===== config.mk =====
export PLATFORM = sky130hd
export DESIGN_NAME = data_req_gen_flat
export DESIGN_NICKNAME = d
export VERILOG_FILES = /design/src/rtl/data_req_gen_pkg.sv /design/src/rtl/data_req_gen_if.sv /design/src/rtl/data_req_gen_linecalc.sv /design/src/rtl/data_req_gen.sv /design/src/flat_wrapper.sv
export SDC_FILE = /design/constraint.sdc
export NUM_CORES = 1
export LEC_CHECK = 0
export ABC_CLOCK_PERIOD_IN_PS = 12300
export CORE_MARGIN = 5
export CORE_UTILIZATION = 55
export CTS_CLUSTER_DIAMETER = 150
export DETAILED_ROUTE_END_ITERATION = 8
export PLACE_DENSITY = 0.89
export SLEW_MARGIN = 15
export SYNTH_ARGS = -nofsm -noshare
export SYNTH_HDL_FRONTEND = slang
export SYNTH_SLANG_ARGS = --single-unit

===== constraint.sdc =====
create_clock -name clk -period 12.3 [get_ports clk]
set_clock_uncertainty 0.15 [all_clocks]
set_input_delay 3.69 -clock clk [delete_from_list [all_inputs] [get_ports clk]]
set_output_delay 3.69 -clock clk [all_outputs]
set_load 0.01 [all_outputs]

===== src/rtl/data_req_gen_pkg.sv =====
// data_req_gen_pkg: shared state encoding, config field offsets and defaults
package data_req_gen_pkg;
    typedef enum logic [1:0] {ST_IDLE, ST_PREP, ST_RUN, ST_DONE} state_t;
    localparam int WORD_BYTES_LOG2_DEF = 2;
    localparam int IS_W_LSB = 0;
    localparam int IS_H_LSB = 8;
    localparam int IS_C_LSB = 16;
    localparam int KS_K_LSB = 0;
    localparam int KS_S_LSB = 8;
    localparam int KS_S_WIDTH = 4;
    localparam int LW_WIDTH = 16;
    localparam int SW_WIDTH = 20;
endpackage


===== src/rtl/data_req_gen_if.sv =====
// data_req_gen_if: data BRAM read-request port with PE-array stall
interface data_req_gen_if #(parameter int ADDR_WIDTH = 32);
    logic [ADDR_WIDTH-1:0] addr;
    logic                  rden;
    logic                  line_last;
    logic                  stall;
    modport master (output addr, rden, line_last, input stall);
    modport slave  (input addr, rden, line_last, output stall);
endinterface


===== src/rtl/data_req_gen_linecalc.sv =====
// data_req_linecalc: words per feature-map row (LW) and words per stride step (SW)
module data_req_linecalc import data_req_gen_pkg::*; #(
    parameter int DIM_WIDTH       = 8,
    parameter int WORD_BYTES_LOG2 = WORD_BYTES_LOG2_DEF
) (
    input  logic [DIM_WIDTH-1:0]  w_i,
    input  logic [DIM_WIDTH-1:0]  c_i,
    input  logic [KS_S_WIDTH-1:0] s_i,
    output logic [LW_WIDTH-1:0]   lw_o,
    output logic [SW_WIDTH-1:0]   sw_o
);
    localparam int PW = 2 * DIM_WIDTH + 1;
    localparam logic [PW-1:0] RND = PW'((1 << WORD_BYTES_LOG2) - 1);
    logic [PW-1:0] bytes_w;
    assign bytes_w = PW'(w_i) * PW'(c_i) + RND;
    assign lw_o    = LW_WIDTH'(bytes_w >> WORD_BYTES_LOG2);
    assign sw_o    = SW_WIDTH'(s_i) * SW_WIDTH'(lw_o);
endmodule


===== src/rtl/data_req_gen.sv =====
// data_req_gen: walks every kernel-row line of every output-row window of the input feature map
module data_req_gen import data_req_gen_pkg::*; #(
    parameter int ADDR_WIDTH        = 32,
    parameter int KERNEL_SIZE_WIDTH = 3,
    parameter int REG_WIDTH         = 32,
    parameter int WORD_BYTES_LOG2   = WORD_BYTES_LOG2_DEF,
    parameter int DIM_WIDTH         = 8
) (
    input  logic                  clk,
    input  logic                  rst,
    input  logic                  i_start,
    input  logic                  i_abort,
    input  logic [REG_WIDTH-1:0]  i_conf_inputshape,
    input  logic [REG_WIDTH-1:0]  i_conf_kernelshape,
    input  logic [ADDR_WIDTH-1:0] i_conf_baseaddr,
    data_req_gen_if.master        rd,
    output logic                  o_busy,
    output logic                  o_done,
    output logic                  o_err,
    output logic [REG_WIDTH-1:0]  dbg_datareq_knlinex_cnt,
    output logic [REG_WIDTH-1:0]  dbg_datareq_addr_reg
);
    localparam int KW = KERNEL_SIZE_WIDTH;
    localparam int CW = DIM_WIDTH + 2;
    state_t                state_q;
    logic                  err_q;
    logic [DIM_WIDTH-1:0]  h_q, oy_q;
    logic [KW-1:0]         k_q, ky_q;
    logic [KS_S_WIDTH-1:0] s_q;
    logic [LW_WIDTH-1:0]   lw_q, col_q;
    logic [SW_WIDTH-1:0]   sw_q;
    logic [ADDR_WIDTH-1:0] win_base_q, line_base_q, win_base_d, addr;
    logic [DIM_WIDTH-1:0]  w_cfg, h_cfg, c_cfg;
    logic [KW-1:0]         k_cfg;
    logic [KS_S_WIDTH-1:0] s_cfg;
    logic [LW_WIDTH-1:0]   lw_cfg;
    logic [SW_WIDTH-1:0]   sw_cfg;
    logic                  illegal, rden, line_end, win_end, final_rd, unused_cfg;
    assign w_cfg = i_conf_inputshape[IS_W_LSB +: DIM_WIDTH];
    assign h_cfg = i_conf_inputshape[IS_H_LSB +: DIM_WIDTH];
    assign c_cfg = i_conf_inputshape[IS_C_LSB +: DIM_WIDTH];
    assign k_cfg = i_conf_kernelshape[KS_K_LSB +: KW];
    assign s_cfg = i_conf_kernelshape[KS_S_LSB +: KS_S_WIDTH];
    assign unused_cfg = ^{i_conf_inputshape, i_conf_kernelshape};
    assign illegal = k_cfg == '0 || s_cfg == '0 || w_cfg == '0 || c_cfg == '0 || CW'(k_cfg) > CW'(h_cfg);
    data_req_linecalc #(.DIM_WIDTH(DIM_WIDTH), .WORD_BYTES_LOG2(WORD_BYTES_LOG2)) u_linecalc (
        .w_i  (w_cfg),
        .c_i  (c_cfg),
        .s_i  (s_cfg),
        .lw_o (lw_cfg),
        .sw_o (sw_cfg)
    );
    assign rden       = state_q == ST_RUN && !rd.stall && !i_abort;
    assign line_end   = col_q == lw_q - LW_WIDTH'(1);
    assign win_end    = line_end && ky_q == k_q - KW'(1);
    assign final_rd   = win_end && CW'(oy_q) + CW'(s_q) + CW'(k_q) > CW'(h_q);
    assign win_base_d = win_base_q + ADDR_WIDTH'(sw_q);
    assign addr       = line_base_q + ADDR_WIDTH'(col_q);
    assign rd.addr      = addr;
    assign rd.rden      = rden;
    assign rd.line_last = rden && line_end;
    assign o_busy = state_q != ST_IDLE;
    assign o_done = state_q == ST_DONE;
    assign o_err  = err_q;
    assign dbg_datareq_knlinex_cnt = REG_WIDTH'(ky_q);
    assign dbg_datareq_addr_reg    = REG_WIDTH'(addr);
    // Sequencer: config latch in PREP, then col/ky/window counters advance on every issued read
    always_ff @(posedge clk) begin
        if (rst) begin
            state_q     <= ST_IDLE;
            err_q       <= 1'b0;
            h_q         <= '0;
            k_q         <= '0;
            s_q         <= '0;
            lw_q        <= '0;
            sw_q        <= '0;
            col_q       <= '0;
            ky_q        <= '0;
            oy_q        <= '0;
            win_base_q  <= '0;
            line_base_q <= '0;
        end else begin
            err_q <= 1'b0;
            case (state_q)
                ST_IDLE: state_q <= i_start ? ST_PREP : ST_IDLE;
                ST_PREP: begin
                    h_q         <= h_cfg;
                    k_q         <= k_cfg;
                    s_q         <= s_cfg;
                    lw_q        <= lw_cfg;
                    sw_q        <= sw_cfg;
                    col_q       <= '0;
                    ky_q        <= '0;
                    oy_q        <= '0;
                    win_base_q  <= i_conf_baseaddr;
                    line_base_q <= i_conf_baseaddr;
                    err_q       <= illegal;
                    state_q     <= illegal ? ST_IDLE : ST_RUN;
                end
                ST_RUN: begin
                    if (i_abort) begin
                        state_q <= ST_IDLE;
                    end else if (rden) begin
                        if (!line_end) begin
                            col_q <= col_q + LW_WIDTH'(1);
                        end else begin
                            col_q <= '0;
                            if (!win_end) begin
                                ky_q        <= ky_q + KW'(1);
                                line_base_q <= line_base_q + ADDR_WIDTH'(lw_q);
                            end else begin
                                ky_q        <= '0;
                                oy_q        <= oy_q + DIM_WIDTH'(s_q);
                                win_base_q  <= win_base_d;
                                line_base_q <= win_base_d;
                            end
                        end
                        state_q <= final_rd ? ST_DONE : ST_RUN;
                    end
                end
                ST_DONE: state_q <= ST_IDLE;
            endcase
        end
    end
endmodule

===== src/flat_wrapper.sv =====
// flat-port wrapper written by rule: the top's interface ports become plain ports
module data_req_gen_flat import data_req_gen_pkg::*;
#(
    parameter int ADDR_WIDTH        = 32,
    parameter int KERNEL_SIZE_WIDTH = 3,
    parameter int REG_WIDTH         = 32,
    parameter int WORD_BYTES_LOG2   = WORD_BYTES_LOG2_DEF,
    parameter int DIM_WIDTH         = 8
)
  (clk, rst, i_start, i_abort, i_conf_inputshape, i_conf_kernelshape, i_conf_baseaddr, o_busy, o_done, o_err, dbg_datareq_knlinex_cnt, dbg_datareq_addr_reg, rd_addr, rd_rden, rd_line_last, rd_stall);
  data_req_gen_if #(.ADDR_WIDTH(ADDR_WIDTH)) rd_i ();
  input  logic clk;
  input  logic rst;
  input  logic i_start;
  input  logic i_abort;
  input  logic [REG_WIDTH-1:0] i_conf_inputshape;
  input  logic [REG_WIDTH-1:0] i_conf_kernelshape;
  input  logic [ADDR_WIDTH-1:0] i_conf_baseaddr;
  output logic o_busy;
  output logic o_done;
  output logic o_err;
  output logic [REG_WIDTH-1:0] dbg_datareq_knlinex_cnt;
  output logic [REG_WIDTH-1:0] dbg_datareq_addr_reg;
  output wire logic [$bits(rd_i.addr)-1:0] rd_addr;
  output wire logic [$bits(rd_i.rden)-1:0] rd_rden;
  output wire logic [$bits(rd_i.line_last)-1:0] rd_line_last;
  input wire logic [$bits(rd_i.stall)-1:0] rd_stall;
  assign rd_addr = rd_i.addr;
  assign rd_rden = rd_i.rden;
  assign rd_line_last = rd_i.line_last;
  assign rd_i.stall = rd_stall;
  data_req_gen #(.ADDR_WIDTH(ADDR_WIDTH), .KERNEL_SIZE_WIDTH(KERNEL_SIZE_WIDTH), .REG_WIDTH(REG_WIDTH), .WORD_BYTES_LOG2(WORD_BYTES_LOG2), .DIM_WIDTH(DIM_WIDTH)) u_core (.clk(clk), .rst(rst), .i_start(i_start), .i_abort(i_abort), .i_conf_inputshape(i_conf_inputshape), .i_conf_kernelshape(i_conf_kernelshape), .i_conf_baseaddr(i_conf_baseaddr), .rd(rd_i), .o_busy(o_busy), .o_done(o_done), .o_err(o_err), .dbg_datareq_knlinex_cnt(dbg_datareq_knlinex_cnt), .dbg_datareq_addr_reg(dbg_datareq_addr_reg));
endmodule

==> metrics.txt <==
# TYPE chip_impl_metric gauge
chip_impl_metric{name="h-tree-depth",unit=""} 4
chip_impl_metric{name="total_setup_violations_reported_at_the_end_of_the_flow",unit=""} 0
chip_impl_info{name="cp-end-kind",value="flop"} 1
chip_impl_metric{name="initial_core_util",unit=""} 0.556
chip_impl_metric{name="instances_no_fill",unit=""} 2277
chip_impl_metric{name="finalMaxSlewViolations",unit=""} 0
chip_impl_metric{name="antenna_left",unit=""} 0
chip_impl_metric{name="io_buffer_count",unit=""} 139
chip_impl_metric{name="total_power",unit="mW"} 3.14
chip_impl_metric{name="share_of_the_synthesized_netlist_area_taken_by_xor_and_xnor_gates",unit=""} 0.0800
chip_impl_metric{name="share_of_synthesized_cell_area_in_and_or_nand_and_nor_gates",unit=""} 0.236
chip_impl_metric{name="detail_route.iter0.violations",unit=""} 1292
chip_impl_metric{name="floorplan.die_area",unit="µm²"} 29600
chip_impl_metric{name="place.detailed.hpwl",unit="µm"} 31000
chip_impl_metric{name="drt_drc_violations_left",unit=""} 0
chip_impl_metric{name="first_global_vias",unit=""} 13300
chip_impl_info{name="cts-root-buf",value="clkbuf_16"} 1
chip_impl_metric{name="fillerInstances",unit=""} 2170
chip_impl_metric{name="maximum_number_of_pins_on_one_net_before_global_route_repair",unit=""} 81
chip_impl_info{name="netlist_top_cells_count",value="nand2_1 (215), a21oi_1 (158), dfxtp_1 (143)"} 1
chip_impl_metric{name="synthDistinctLibCells",unit=""} 73
chip_impl_metric{name="max_slew.worst_pin.slew",unit="ns"} 1.03
chip_impl_metric{name="final.period_utilization",unit=""} 0.908
chip_impl_metric{name="power_density",unit="nW/µm²"} 192
chip_impl_info{name="synth.most_common_cell",value="nand2_1"} 1
chip_impl_metric{name="yosysSeqAreaShare",unit=""} 0.198
chip_impl_metric{name="cell_area_after_synthesis",unit="µm²"} 14400
chip_impl_metric{name="synth_compound_area_frac",unit=""} 0.185
chip_impl_metric{name="ys_warn_count",unit=""} 0
chip_impl_info{name="slowest_stage",value="a2111oi_0"} 1
chip_impl_metric{name="wire_per_inst",unit="µm"} 17.6
chip_impl_metric{name="antenna_found_initial",unit=""} 0
chip_impl_info{name="hold_path.class",value="flop to flop"} 1
chip_impl_info{name="critical_path.startpoint_type",value="input port"} 1
chip_impl_metric{name="critPathArrivalTime",unit="ns"} 11.30
chip_impl_metric{name="timing.max_cap.violations",unit=""} 0
chip_impl_info{name="cpMostUsedCell",value="fa_1"} 1
chip_impl_metric{name="path_clk_slew",unit="ns"} 0.06
chip_impl_metric{name="tritoncts_sinks",unit=""} 143
chip_impl_metric{name="clock_insertion_delay_worst_skew",unit="ns"} 0.43
chip_impl_info{name="ys_top_cells_by_area",value="dfxtp_1 (20%), ha_1 (12%), fa_1 (9.4%)"} 1
chip_impl_info{name="crit_type",value="input port to flop"} 1
chip_impl_metric{name="cp_data_required_time",unit="ns"} 12.43
chip_impl_metric{name="worstPathBufferInverterCount",unit=""} 6
chip_impl_metric{name="slowest_delay",unit="ns"} 0.65
chip_impl_metric{name="final_hold_viols",unit=""} 0
chip_impl_metric{name="critical_path.max_fanout",unit=""} 9
chip_impl_metric{name="grt.total_usage",unit=""} 0.263
chip_impl_info{name="synth_top_family_by_area",value="simple AND/OR/NAND/NOR gates"} 1
chip_impl_metric{name="clockBufferDepth",unit=""} 2
chip_impl_metric{name="io_pins",unit=""} 202
chip_impl_metric{name="insertedDiodeCount",unit=""} 0
chip_impl_metric{name="finalWeightedCongestion",unit=""} 0.949
chip_impl_metric{name="floorplan.rows",unit=""} 59
chip_impl_metric{name="ff_latch_area",unit="µm²"} 2860
chip_impl_metric{name="synthCells",unit=""} 1860
chip_impl_metric{name="post_cts_setup_buffer_count",unit=""} 0
chip_impl_metric{name="final_core_utilization",unit=""} 0.629
chip_impl_metric{name="post_syn_area_per_cell",unit="µm²"} 7.77
chip_impl_metric{name="drive_gt1_frac",unit=""} 0.0345
chip_impl_metric{name="maxClockFrequency",unit="GHz"} 0.0895
chip_impl_metric{name="numPlacedInstances",unit=""} 2245
chip_impl_info{name="post-synth-top-area-cell",value="dfxtp_1"} 1
chip_impl_metric{name="slew_headroom",unit=""} 0.310
chip_impl_metric{name="multiInputGateArea",unit="µm²"} 10500
chip_impl_info{name="cell_family_with_most_cp_delay",value="adder cells"} 1
chip_impl_metric{name="hold-worst-slack",unit="ns"} 0.309
chip_impl_metric{name="postCtsHoldBufs",unit=""} 0
chip_impl_info{name="tritoncts",value="built"} 1
chip_impl_metric{name="die-height",unit="µm"} 172
chip_impl_metric{name="grt_pass1_wl",unit="µm"} 64300
chip_impl_metric{name="drt-total-wl",unit="µm"} 40200
chip_impl_info{name="outcome",value="finished clean"} 1
chip_impl_metric{name="post_cts_resized",unit=""} 0
chip_impl_metric{name="fp.coreArea",unit="µm²"} 26000
chip_impl_metric{name="power.leakage",unit="nW"} 7.28
chip_impl_metric{name="post_drt_via_cell_ratio",unit=""} 6.03
chip_impl_info{name="grt_setup_unrepaired",value="no"} 1
chip_impl_metric{name="asyncSetResetFlopFracSynth",unit=""} 0
chip_impl_metric{name="synth_enable_flop_cells",unit=""} 0
chip_impl_metric{name="floorplan_die_width",unit="µm"} 172
chip_impl_metric{name="drt_pass1_iterations",unit=""} 6
chip_impl_metric{name="grt_remaining_overflow",unit=""} 0
chip_impl_metric{name="layout-area-overhead-vs-synth",unit="%"} 13.2
chip_impl_metric{name="min_period",unit="ns"} 11.17
chip_impl_info{name="dominantRegCellSynth",value="dfxtp_1"} 1
chip_impl_metric{name="synth_fa_ha_area_frac",unit=""} 0.212
chip_impl_metric{name="setup_total_negative_slack",unit="ns"} 0
chip_impl_metric{name="synth.top_cell.area_share",unit=""} 0.198
chip_impl_metric{name="design.final.nets",unit=""} 2233
chip_impl_metric{name="cts_inserted_buffers",unit=""} 17
chip_impl_metric{name="power.ir.vdd_worst",unit="V"} 0.000233
chip_impl_metric{name="yosys-mux-area-fraction",unit=""} 0.00277
chip_impl_metric{name="via_count",unit=""} 13700
chip_impl_metric{name="synth.ff_latch_count",unit=""} 143
flip-flops by register name (all words and copies together) (netlist names):
signal / count
u_core.o_err: 1
u_core.ky_q: 3
u_core.k_q: 3
u_core.s_q: 4
u_core.lw_q: 15
u_core.line_base_q: 32
u_core.oy_q: 8
u_core.col_q: 16
u_core.state_q: 2
u_core.sw_q: 19
u_core.h_q: 8
u_core.win_base_q: 32
per-layer routing:
metal | vias up | share of wire | global-route usage
met4 | 0 | 0.028 | 0.0954
met2 | 642 | 0.48 | 0.448
met3 | 90 | 0.090 | 0.0464
li1 | 6489 | - | -
met1 | 6502 | 0.40 | 0.335
met5 | - | 0 | 0
final cells by class:
class                           instances  share of cell area
Clock inverter                         15              0.0116
Timing Repair Buffer                  150              0.0898
Sequential cell                       143               0.175
Tap cell                              335              0.0256
Multi-Input combinational cell       1477               0.640
Clock buffer                           17              0.0260
Inverter                              140              0.0321
cells by family (layout without fill, tap and decap cells):
group                    Yosys count  after routing
adder cells (fa/ha/maj)          204            204
AO/OA/AOI/OAI                    418            418
other                              1             29
AND/OR/NAND/NOR                  690            690
multiplexers                       4              4
buffers and inverters            268            322
XOR/XNOR                         132            132
flip-flops                       143            143
cell usage in the layout (no fill, tap or decap), types with 10 or more instances in the layout:
| cell | count |
|---|---|
| a211oi_1 | 20 |
| o21a_1 | 33 |
| nor3_1 | 43 |
| inv_1 | 140 |
| clkdlybuf4s50_1 | 138 |
| o211ai_1 | 19 |
| dfxtp_1 | 143 |
| o21ai_0 | 59 |
| nor2_1 | 131 |
| nand3_1 | 56 |
| and3_1 | 24 |
| nand4_1 | 28 |
| xnor2_1 | 87 |
| nand2b_1 | 15 |
| nand2_1 | 215 |
| a21o_1 | 27 |
| a21oi_1 | 157 |
| o211a_1 | 16 |
| a31oi_1 | 17 |
| or3_1 | 17 |
| nor2b_1 | 10 |
| xor2_1 | 45 |
| clkbuf_16 | 17 |
| conb_1 | 29 |
| ha_1 | 135 |
| and2_1 | 96 |
| buf_4 | 11 |
| nor4_1 | 15 |
| fa_1 | 68 |
metrics by stage:
| stage | area, µm² | worst slack, ns |
|---|---|---|
| 6_report | 16400 | 1.13 |
| 5_1_grt | 16400 | 0.701 |
| 4_1_cts | 16400 | 1.19 |
| 3_5_place_dp | 15700 | 0.747 |
| 3_3_place_gp | 15700 | 0.980 |
| 2_1_floorplan | 14600 | 2.06 |
where the power goes:
group / total [mW] / internal (mW) / switching [mW] / leakage [nW]
Sequential: 0.556 / 0.504 / 0.0520 / 1.17
Combinational: 2.04 / 0.871 / 1.16 / 5.81
Clock: 0.548 / 0.311 / 0.237 / 0.305
worst register-to-register path, stage by stage (launching register included):
cell       delay [ns]
dfxtp_1          0.45
inv_1            0.17
ha_1             0.26
nor4b_4          0.46
nand2_1          0.10
or4_1            0.50
and3_1           0.23
a2111oi_4        0.48
nand3_1          0.61
o21ai_0          0.67
a311oi_1         0.11
final timing paths:
check	start	endpoint	slack, ns	cells past startpoint
setup / recovery	i_conf_inputshape[23]	u_core.sw_q[18]	1.13	28
hold / removal	u_core.sw_q[15]	u_core.sw_q[15]	0.31	2
setup reg to reg	u_core.lw_q[1]	u_core.line_base_q[16]	7.97	10
hold reg to reg	u_core.sw_q[15]	u_core.sw_q[15]	0.31	2
Note: power is estimated with default switching activity, not from simulation.
